### src/rtl/lfsr_draw_if.sv
// lfsr_draw_if: request/response bundle between a game-logic consumer and
// the lfsr_draw random-number generator.
//   req        consumer -> generator  draw request (accepted only when idle)
//   limit      consumer -> generator  range bound, 0 = full range
//   rnd_ready  consumer -> generator  consumer accepts rnd
//   rnd        generator -> consumer  drawn value
//   rnd_valid  generator -> consumer  rnd is valid, held until accepted
//   busy       generator -> consumer  a draw is in progress or pending
//   rejects    generator -> consumer  rejected attempts in the current draw
interface lfsr_draw_if #(
    parameter int unsigned WIDTH = 8
);
    logic             req;
    logic [WIDTH-1:0] limit;
    logic             rnd_ready;
    logic [WIDTH-1:0] rnd;
    logic             rnd_valid;
    logic             busy;
    logic [7:0]       rejects;

    modport master (
        output req, limit, rnd_ready,
        input  rnd, rnd_valid, busy, rejects
    );

    modport slave (
        input  req, limit, rnd_ready,
        output rnd, rnd_valid, busy, rejects
    );
endinterface

### src/rtl/lfsr_draw.sv
// lfsr_draw: Fibonacci LFSR random-number generator. Each draw attempt is
// SHIFTS shifts long; with a nonzero limit the shifted state is masked to
// the smallest power-of-two range covering limit and attempts are repeated
// until the candidate falls below limit.
// Ports:
//   clk        system clock, rising edge
//   rst        synchronous active-high reset
//   en         shift enable; low freezes the LFSR and the shift counter
//   seed_load  load seed into the LFSR this cycle (wins over shifting)
//   seed       runtime seed; zero is replaced by all-ones
//   bus        request/response bundle (lfsr_draw_if slave side)
module lfsr_draw #(
    parameter int unsigned      WIDTH  = 8,
    parameter logic [WIDTH-1:0] TAPS   = 8'hB8,
    parameter logic [WIDTH-1:0] SEED   = '1,
    parameter int unsigned      SHIFTS = 8
) (
    input  logic             clk,
    input  logic             rst,
    input  logic             en,
    input  logic             seed_load,
    input  logic [WIDTH-1:0] seed,
    lfsr_draw_if.slave       bus
);

    typedef enum logic [1:0] {IDLE, SHIFT, VALID} state_t;

    state_t           state_q, state_d;
    logic [WIDTH-1:0] s_q, s_d;
    logic [WIDTH-1:0] lim_q, lim_d;
    logic [WIDTH-1:0] mask_q, mask_d;
    logic [WIDTH-1:0] rnd_q, rnd_d;
    logic [7:0]       cnt_q, cnt_d;
    logic [7:0]       rej_q, rej_d;

    logic [WIDTH-1:0] s_shift;
    logic [WIDTH-1:0] seed_eff;
    logic [WIDTH-1:0] cand;
    logic [WIDTH-1:0] mask_new;
    logic [WIDTH-1:0] lim_m1;
    logic             cand_ok;
    logic             last_shift;

    // An all-zero state can only arise from illegal taps; recover to all-ones.
    assign s_shift    = (s_q == '0) ? '1 : {s_q[WIDTH-2:0], ^(s_q & TAPS)};
    assign seed_eff   = (seed == '0) ? '1 : seed;
    assign cand       = s_shift & mask_q;
    assign cand_ok    = (lim_q == '0) || (cand < lim_q);
    assign last_shift = (cnt_q == 8'(SHIFTS - 1));

    // Mask = 2^k-1 for the smallest k with 2^k >= limit: smear the highest
    // set bit of (limit-1) downwards. limit==1 yields 0.
    always_comb begin
        lim_m1   = bus.limit - 1'b1;
        mask_new = lim_m1;
        for (int unsigned i = 1; i < WIDTH; i++) begin
            mask_new = mask_new | (lim_m1 >> i);
        end
        if (bus.limit == '0) begin
            mask_new = '1;
        end
    end

    always_comb begin
        state_d = state_q;
        s_d     = s_q;
        lim_d   = lim_q;
        mask_d  = mask_q;
        rnd_d   = rnd_q;
        cnt_d   = cnt_q;
        rej_d   = rej_q;

        unique case (state_q)
            IDLE: begin
                if (bus.req) begin
                    lim_d   = bus.limit;
                    mask_d  = mask_new;
                    cnt_d   = '0;
                    rej_d   = '0;
                    state_d = SHIFT;
                end
            end
            SHIFT: begin
                if (en) begin
                    s_d = s_shift;
                    if (last_shift) begin
                        if (cand_ok) begin
                            rnd_d   = cand;
                            state_d = VALID;
                        end else begin
                            cnt_d = '0;
                            if (rej_q != 8'hFF) begin
                                rej_d = rej_q + 8'd1;
                            end
                        end
                    end else begin
                        cnt_d = cnt_q + 8'd1;
                    end
                end
            end
            VALID: begin
                if (bus.rnd_ready) begin
                    state_d = IDLE;
                end
            end
            default: state_d = IDLE;
        endcase

        // Seed load overrides any shift decided above; mid-draw it restarts
        // the attempt from the new seed, discarding a same-cycle result.
        if (seed_load) begin
            s_d = seed_eff;
            if (state_q == SHIFT) begin
                cnt_d   = '0;
                rnd_d   = rnd_q;
                rej_d   = rej_q;
                state_d = SHIFT;
            end
        end
    end

    always_ff @(posedge clk) begin
        if (rst) begin
            state_q <= IDLE;
            s_q     <= SEED;
            lim_q   <= '0;
            mask_q  <= '1;
            rnd_q   <= '0;
            cnt_q   <= '0;
            rej_q   <= '0;
        end else begin
            state_q <= state_d;
            s_q     <= s_d;
            lim_q   <= lim_d;
            mask_q  <= mask_d;
            rnd_q   <= rnd_d;
            cnt_q   <= cnt_d;
            rej_q   <= rej_d;
        end
    end

    assign bus.rnd       = rnd_q;
    assign bus.rnd_valid = (state_q == VALID);
    assign bus.busy      = (state_q != IDLE);
    assign bus.rejects   = rej_q;

endmodule

### src/flat_wrapper.sv
// flat-port wrapper written by rule: the top's interface ports become plain ports
module lfsr_draw_flat 
#(
    parameter int unsigned      WIDTH  = 8,
    parameter logic [WIDTH-1:0] TAPS   = 8'hB8,
    parameter logic [WIDTH-1:0] SEED   = '1,
    parameter int unsigned      SHIFTS = 8
)
  (clk, rst, en, seed_load, seed, bus_req, bus_limit, bus_rnd_ready, bus_rnd, bus_rnd_valid, bus_busy, bus_rejects);
  lfsr_draw_if #(.WIDTH(WIDTH)) bus_i ();
  input  logic clk;
  input  logic rst;
  input  logic en;
  input  logic seed_load;
  input  logic [WIDTH-1:0] seed;
  input wire logic [$bits(bus_i.req)-1:0] bus_req;
  input wire logic [$bits(bus_i.limit)-1:0] bus_limit;
  input wire logic [$bits(bus_i.rnd_ready)-1:0] bus_rnd_ready;
  output wire logic [$bits(bus_i.rnd)-1:0] bus_rnd;
  output wire logic [$bits(bus_i.rnd_valid)-1:0] bus_rnd_valid;
  output wire logic [$bits(bus_i.busy)-1:0] bus_busy;
  output wire logic [$bits(bus_i.rejects)-1:0] bus_rejects;
  assign bus_i.req = bus_req;
  assign bus_i.limit = bus_limit;
  assign bus_i.rnd_ready = bus_rnd_ready;
  assign bus_rnd = bus_i.rnd;
  assign bus_rnd_valid = bus_i.rnd_valid;
  assign bus_busy = bus_i.busy;
  assign bus_rejects = bus_i.rejects;
  lfsr_draw #(.WIDTH(WIDTH), .TAPS(TAPS), .SEED(SEED), .SHIFTS(SHIFTS)) u_core (.clk(clk), .rst(rst), .en(en), .seed_load(seed_load), .seed(seed), .bus(bus_i));
endmodule
### config.mk
export PLATFORM = sky130hd
export DESIGN_NAME = lfsr_draw_flat
export DESIGN_NICKNAME = d
export VERILOG_FILES = /design/src/rtl/lfsr_draw_if.sv /design/src/rtl/lfsr_draw.sv /design/src/flat_wrapper.sv
export SDC_FILE = /design/constraint.sdc
export NUM_CORES = 1
export LEC_CHECK = 0
export CAP_MARGIN = 20
export CORE_UTILIZATION = 40
export CTS_BUF_LIST = sky130_fd_sc_hd__clkbuf_2
export DETAILED_ROUTE_END_ITERATION = 8
export HOLD_SLACK_MARGIN = 0.06
export SYNTH_ARGS = -nofsm -noshare
export SYNTH_HDL_FRONTEND = slang
export SYNTH_SLANG_ARGS = --single-unit
export TNS_END_PERCENT = 50
### constraint.sdc
create_clock -name clk -period 4.4 [get_ports clk]
set_input_delay 0.88 -clock clk [delete_from_list [all_inputs] [get_ports clk]]
set_output_delay 0.88 -clock clk [all_outputs]
set_load 0.05 [all_outputs]
==> parameters.txt <==
Parameter                              Value

Drt
  Average wire per cell in the routed design    14.3 um
  Detailed-routing iteration count for the pre-antenna-repair pass    4
  Via-to-Cell Ratio    5.40
  Number of nets still failing antenna checks after routing    0
  Routed wire length    6970 um
  Number of vias in the routed layout    2626
  DRC marker count from the first detailed-route iteration    113
  DRC violation count after routing    0

Worst setup path
  WP data arrival    3790 ps
  Slowest-stage cell, CP    sky130_fd_sc_hd__or4_1
  Capturing element type of the critical path    register
  Required time of the critical path    4780 ps
  Buf/Inv on CP    2
  Largest delay contributor family on the critical path    simple AND/OR/NAND/NOR gates
  Slowest Stage Delay on Critical Path    550 ps
  Largest driver fanout on the critical path    14
  Setup CP Type    reg -> reg
  Launching instance or port of the critical path    u_core.s_q[4]
  Startpoint of the worst register-to-register path    u_core.s_q[4]
  Launching element type of the critical path    register
  Ordered cell list for the critical path    inv_1, ha_1, or4b_4, nor3_1, buf_4, o21a_1, ha_1, nand4_1, nor2_1, o211ai_1, o21a_1, or4_1, a21oi_1

Logic synthesis
  Syn Nets    388
  Post-Syn Instances    353
  Number of unique standard cell types used by synthesis    50
  Mux contribution to synthesized area    3.58%
  Adder-cell area share of the yosys netlist    5.75%
  Number of flops mapped to enable cells by yosys    0
  Number of storage elements in the synthesis netlist    50
  Mean Syn Cell Area    8.01 um2
  Seq/Total Area, Yosys    35.4%
  Post-Synthesis Cell Area    2830 um2
  Compound-cell area share of the yosys netlist    21.5%
  Simple-gate share of the synthesized area    27.6%
  Async set-or-reset flop fraction in the synthesized netlist    0%
  Post-synthesis xor/xnor area fraction    1.86%
  Predominant post-synthesis flop cell    sky130_fd_sc_hd__dfxtp_1
  Warnings from Yosys    0
  Main combinational cell family by area after synthesis    simple AND/OR/NAND/NOR gates

Cells and area
  Layout fillers    707
  Area growth from synthesis to final layout    19.5%
  Fraction of layout cells with a size suffix above 1    5.13%
  Ant. Diodes    0
  Multi-input logic area    1710 um2
  Area taken by flip-flops and latches    1000 um2
  Commonest cells after routing, fill and taps aside    sky130_fd_sc_hd__dfxtp_1 (50), sky130_fd_sc_hd__nand2_1 (44), sky130_fd_sc_hd__nor2_1 (39), sky130_fd_sc_hd__clkdlybuf4s50_1 (39), sky130_fd_sc_hd__a21oi_1 (29)
  Commonest non-fill, non-tap cell in the layout    sky130_fd_sc_hd__dfxtp_1
  Fin util    49.8%
  Fin nets    424

Placement
  Post-Place Setup Slack    1030 ps
  Placer's final routability congestion estimate    0.820
  Number of input and output port buffers inserted    39
  DP HPWL    5280 um

Power and ir drop
  Part of the power in combinational logic    19.4%
  Switching share of power    28.6%
  Power spent charging and discharging nets    0.000259 W
  Fraction of power consumed by the clock network    26.7%
  Static leakage    1.31 nW
  Power after layout    0.000905 W
  Cell internal power dissipation    0.000646 W
  IR Drop Worst-Case VDD    0.143 mV
  Sequential Power Share    53.9%
  Power density over cell area    267 nW/um2

STA
  Total negative setup slack    0 ps
  Final worst-path setup slack    989 ps
  Number of setup violations in the final report    0
  Setup repair after global routing missed its margin    no
  Part of the cycle the worst path needs    77.5%
  Worst slew slack as a fraction of its limit    49.0%
  Hold Fails Final Rpt    0
  Worst Clk Skew    33.8 ps
  Worst Hold Margin    464 ps
  Final period demand of the worst path    3410 ps
  Fmax    0.293 GHz
  Worst-margin pin slew    763 ps
  Max-slew violation count    0

Clocking
  TritonCTS buffer count    5
  Clk sink count    50
  Cell chosen for the clock root    sky130_fd_sc_hd__clkbuf_2
  Gates resized, CTS repair    0
  Post-CTS Setup Inserts    0
  Clock tree from TritonCTS    built
  Clock latency of the later-clocked register in the worst-skew pair    420 ps
  H-tree level count    2
  Clock transition at the register clock pins on the worst setup and hold paths after CTS    250 ps
  Number of hold-repair buffers added at the cts stage    0
  Number of buffers between clock root and the deepest sink    2

Floorplan
  Die outline width    86.1 um
  Floorplan Core Area    6790 um2
  Starting density of the core    41.6%
  Row count    30
  Number of ports placed on the die boundary    40
  Die span in y    86.1 um
  Die outline area    7410 um2

Global routing
  Met1 layer usage reported by global route    28.6%
  Global routing met3 resource utilization    3.37%
  Layer with the highest usage after global routing    met2
  Pin count of the biggest net entering global routing    24
  Grt met2 use    30.8%
  Global router's overall resource usage    20.0%
  Total congestion overflow after global routing    0
  Wire length of the first global-routing pass    11700 um
  Via count of the first global-routing pass    2417
  Number of antenna violations at the first check in global routing    0

Status
  Status    complete, no violations

Worst hold path
  Min-Delay Startpoint    u_core.mask_q[2]
  Worst hold-check path type    reg -> reg

Job
  Max capacitance violation total    0
logic make-up (layout without fill, tap and decap cells):
family                     after synthesis  in the layout
buffers and inverters                   32             69
xor gates and xnor gates                 6              6
muxes                                   10             10
DFF                                     50             50
adders and majority gates               13             13
AOI/OAI and AO/OA                       87             87
and+or+nand+nor                        155            155
power groups by stage:
stage	logic, W	clock network (W)	registers (W)
after floorplan	0.000121	0	0.000489
after global placement	0.000172	0	0.000496
after detailed placement	0.000175	0	0.000496
after CTS	0.000176	0.000251	0.000487
after global routing	0.000198	0.000273	0.000490
final	0.000176	0.000241	0.000487
cells in the mapped netlist, types with 2 or more instances:
master | instances | share of area, %
sky130_fd_sc_hd__nor3_1 | 3 | 0.53
sky130_fd_sc_hd__inv_1 | 18 | 2.4
sky130_fd_sc_hd__or4_1 | 7 | 1.9
sky130_fd_sc_hd__a21oi_1 | 29 | 5.1
sky130_fd_sc_hd__a21o_1 | 3 | 0.80
sky130_fd_sc_hd__buf_1 | 2 | 0.27
sky130_fd_sc_hd__dfxtp_1 | 50 | 35
sky130_fd_sc_hd__or4b_1 | 2 | 0.71
sky130_fd_sc_hd__nand3b_1 | 4 | 1.1
sky130_fd_sc_hd__o21a_1 | 8 | 2.1
sky130_fd_sc_hd__a311oi_1 | 3 | 0.93
sky130_fd_sc_hd__ha_1 | 13 | 5.7
sky130_fd_sc_hd__mux2i_1 | 9 | 3.2
sky130_fd_sc_hd__nand3_1 | 15 | 2.7
sky130_fd_sc_hd__o21ai_0 | 7 | 1.2
sky130_fd_sc_hd__a211o_1 | 7 | 2.2
sky130_fd_sc_hd__nand2b_1 | 5 | 1.1
sky130_fd_sc_hd__nor2b_1 | 6 | 1.3
sky130_fd_sc_hd__nand4_1 | 5 | 1.1
sky130_fd_sc_hd__o32ai_1 | 6 | 1.9
sky130_fd_sc_hd__nand2_1 | 44 | 5.8
sky130_fd_sc_hd__o21bai_1 | 2 | 0.53
sky130_fd_sc_hd__o211ai_1 | 6 | 1.6
sky130_fd_sc_hd__xnor2_1 | 3 | 0.93
sky130_fd_sc_hd__or2_2 | 2 | 0.44
sky130_fd_sc_hd__clkbuf_1 | 12 | 1.6
sky130_fd_sc_hd__and3_1 | 4 | 0.88
sky130_fd_sc_hd__nor3b_1 | 3 | 0.80
sky130_fd_sc_hd__xor2_1 | 3 | 0.93
sky130_fd_sc_hd__o31ai_1 | 5 | 1.3
sky130_fd_sc_hd__nor2_1 | 39 | 5.2
sky130_fd_sc_hd__or3_1 | 5 | 1.1
sky130_fd_sc_hd__nor4_1 | 6 | 1.3
registers in the layout (all words and copies together), names as in the netlist:
signal              flops
u_core.mask_q           8
u_core.bus.rejects      8
u_core.bus.rnd          8
u_core.lim_q            8
u_core.state_q          2
u_core.cnt_q            8
u_core.s_q              8
routing by layer:
metal	routed length [um]	up-vias
met5	0	-
met4	74	0
met3	179	7
met2	3150	43
met1	3560	1223
li1	-	1353
worst reg2reg max path: stages (launching register included):
cell and delay [ps]:
sky130_fd_sc_hd__dfxtp_1 380, sky130_fd_sc_hd__inv_1 60, sky130_fd_sc_hd__ha_1 140, sky130_fd_sc_hd__or4b_4 460
sky130_fd_sc_hd__nor3_1 200, sky130_fd_sc_hd__buf_4 190, sky130_fd_sc_hd__o21a_1 130, sky130_fd_sc_hd__ha_1 170
sky130_fd_sc_hd__nand4_1 150, sky130_fd_sc_hd__nor2_1 230, sky130_fd_sc_hd__o211ai_1 200, sky130_fd_sc_hd__o21a_1 370
sky130_fd_sc_hd__or4_1 560, sky130_fd_sc_hd__a21oi_1 150
per-stage QoR:
step	instances	area (um2)
2_1_floorplan	353	2830
3_3_place_gp	478	3320
3_5_place_dp	478	3320
4_1_cts	486	3380
5_1_grt	486	3380
6_report	486	3380
cell type report:
| type | instances | area share [%] |
|---|---|---|
| Clock buffer | 7 | 1.04 |
| Clock inverter | 1 | 0.888 |
| Inverter | 18 | 2.00 |
| Multi-Input combinational cell | 271 | 50.5 |
| Sequential cell | 50 | 29.6 |
| Tap cell | 96 | 3.55 |
| Timing Repair Buffer | 43 | 12.4 |
path summary, 6_finish.rpt:
kind / slack, ps / cells past startpoint / end
min reg2reg: 460 / 2 / u_core.mask_q[2]
max: 990 / 13 / u_core.bus.rejects[4]
max reg2reg: 990 / 13 / u_core.bus.rejects[4]
min: 460 / 2 / u_core.mask_q[2]
Power figures use the tool's default switching activity.
==> RTL change: new RTL, same flow settings <==
`WIDTH` is set to 8 in 3 places; all go to 9.
--- a/src/rtl/lfsr_draw_if.sv
+++ b/src/rtl/lfsr_draw_if.sv
@@ -10,3 +10,3 @@
 interface lfsr_draw_if #(
-    parameter int unsigned WIDTH = 8
+    parameter int unsigned WIDTH = 9
 );
--- a/src/rtl/lfsr_draw.sv
+++ b/src/rtl/lfsr_draw.sv
@@ -12,3 +12,3 @@
 module lfsr_draw #(
-    parameter int unsigned      WIDTH  = 8,
+    parameter int unsigned      WIDTH  = 9,
     parameter logic [WIDTH-1:0] TAPS   = 8'hB8,
--- a/src/flat_wrapper.sv
+++ b/src/flat_wrapper.sv
@@ -3,3 +3,3 @@
 #(
-    parameter int unsigned      WIDTH  = 8,
+    parameter int unsigned      WIDTH  = 9,
     parameter logic [WIDTH-1:0] TAPS   = 8'hB8,
Ports: changed (resized bus_limit, bus_rnd and seed); port bits go from 40 to 43. The function was not compared with the original's and may differ.
==> RTL change against the unedited design <==
- critical path depth is 2 lower
- worst setup slack better by 310 ps
- sequential cell count is 4 higher
- sequential share of layout area is 0.41 points higher
- synthesized area is 7.9% higher
- die area is 7.7% higher
- synthesized cell count is 9.3% higher
- design area is 6.5% higher
- routed wire length is 4.2% higher
- total power is 5.8% higher
- maximum frequency is 9.9% higher
- critical path type unchanged
- largest cell class unchanged
- highest routed layer unchanged
==> RTL change: results (changes against the unedited design) <==
* # clock sinks at 54 (+8.0%)
* Starting DRT DRC Count at 105 (-7.1%)
* Worst Path Max Fanout at 10 (-4)
* Met1 Wirelength at 3850 µm (+8.2%)
* Top cells by area, synth: dfxtp_1 (35%), nand2_1 (7.6%), a21oi_1 (5.6%)
* Post-cts resize count at 0 (unchanged)
* Clk_lat worst skew at 440 ps (+20 ps)
* Placer congestion estimate at 0.875 (+6.7%)
* CP Data Arrival Time at 3480 ps (-310 ps)
* Setup Skew at 23.5 ps (-10.3 ps)
* HP Start: u_core.lim_q[8]
* CTS root buf: clkbuf_2
* Total GRT Usage at 19.3% (-0.72 points)
* Count of different cell masters after synthesis at 63 (+26%)
* Nets at 458 (+8.0%)
* Post-Syn Nets at 423 (+9.0%)
* PortBufs at 42 (+7.7%)
* Setup repair bufs after CTS at 0 (unchanged)
* LEAKAGE at 1.30 nW (-0.51%)
* Status: finished clean
* Via density per instance at 5.38 (-0.36%)
* Vias in the first global route at 2517 (+4.1%)
* Layout cells sized above 1 at 6.87% (+1.7 points)
* WL met3 at 146 µm (-18%)
* Worst VDD drop at 0.110 mV (-23%)
* Clock slew at reported path FFs at 270 ps (+20 ps)
* CP max stage cell: and4_1
* Pin count of the biggest net entering global routing at 32 (+33%)
* Met2 routed WL at 3220 µm (+2.1%)
* Post-synthesis sequential area ratio at 35.4% (about the same)
* Critical Path Max Stage Delay at 430 ps (-120 ps)
* Most frequent cells after synthesis: nand2_1 (62), dfxtp_1 (54), a21oi_1 (34), nor2_1 (22)
* DP Wirelength at 5570 µm (+5.4%)
* First-pass GRT wire length at 12000 µm (+2.8%)
* Worst Max-Slew Pin Slew at 898 ps (+135 ps)
* CP Launch Point: u_core.s_q[0]
* Antenna diode count at 0 (unchanged)
* Total number of yosys warnings at 0 (unchanged)
* Routed len/inst at 13.9 µm (-2.8%)
RTL change: cell count changes in the layout (fill, tap and decap cells not counted), moves of 6 or more:
| cell | change |
|---|---|
| a211o_1 | -7 |
| mux2i_1 | -6 |
| nand2_1 | +18 |
| nor2_1 | -17 |
| nor3_1 | +8 |
| o21ai_1 | +9 |
| o22ai_1 | +6 |
| or4_1 | -7 |
RTL change: logic make-up (layout without fill, tap and decap cells):
kind of cell / after synthesis / in the layout / share of synthesized area, %
buf+inv: 35 / 71 / 4.80
simple gates: 165 / 165 / 28.0
compound gates: 108 / 108 / 23.2
mux: 4 / 4 / 1.35
fa+ha+maj: 13 / 13 / 5.33
flops: 54 / 54 / 35.4
xor+xnor: 7 / 7 / 2.01
RTL change: metal layers:
layer  vias to the layer above  GRT usage, %
met5                         -             0
met4                         0          5.19
met3                         4          3.32
met2                        45          30.0
met1                      1299          27.3
li1                       1457             -
RTL change: where the power goes:
| group | internal, mW | switching, mW | total (mW) | leakage [nW] |
|---|---|---|---|---|
| Clock | 0.101 | 0.153 | 0.254 | 0.0432 |
| Sequential | 0.508 | 0.0166 | 0.524 | 0.440 |
| Combinational | 0.0745 | 0.105 | 0.179 | 0.820 |
RTL change: cell type report:
class | instances | area, µm²
clock inverters | 1 | 30.0
clock buffers | 7 | 35.0
repair buffers | 44 | 435
inverters | 19 | 71.3
well taps | 99 | 124
multi-input cells | 297 | 1830
flip-flops and latches | 54 | 1080
fillers | 743 | 3730
RTL change: worst paths after layout:
path / endpoint / slack [ps] / depth (start not counted)
setup reg to reg: u_core.bus.rnd[3] / 1300 / 11
hold / removal: u_core.lim_q[8] / 470 / 2
setup / recovery: u_core.bus.rnd[3] / 1300 / 11
hold reg to reg: u_core.lim_q[8] / 470 / 2
RTL change: stage by stage:
step                      std cells  setup slack (ps)  area, µm²
after global placement          513              1390       3540
after floorplan                 386              1620       3050
after global routing            521               927       3600
final                           521              1300       3600
after detailed placement        513              1280       3540
after CTS                       521              1280       3600
RTL change: critical path, delay by kind of cell, from the launching register on:
kind,cells,cell delay (ps)
fa+ha+maj,1,210
compound gates,5,1270
simple gates,5,1180
flops,1,390
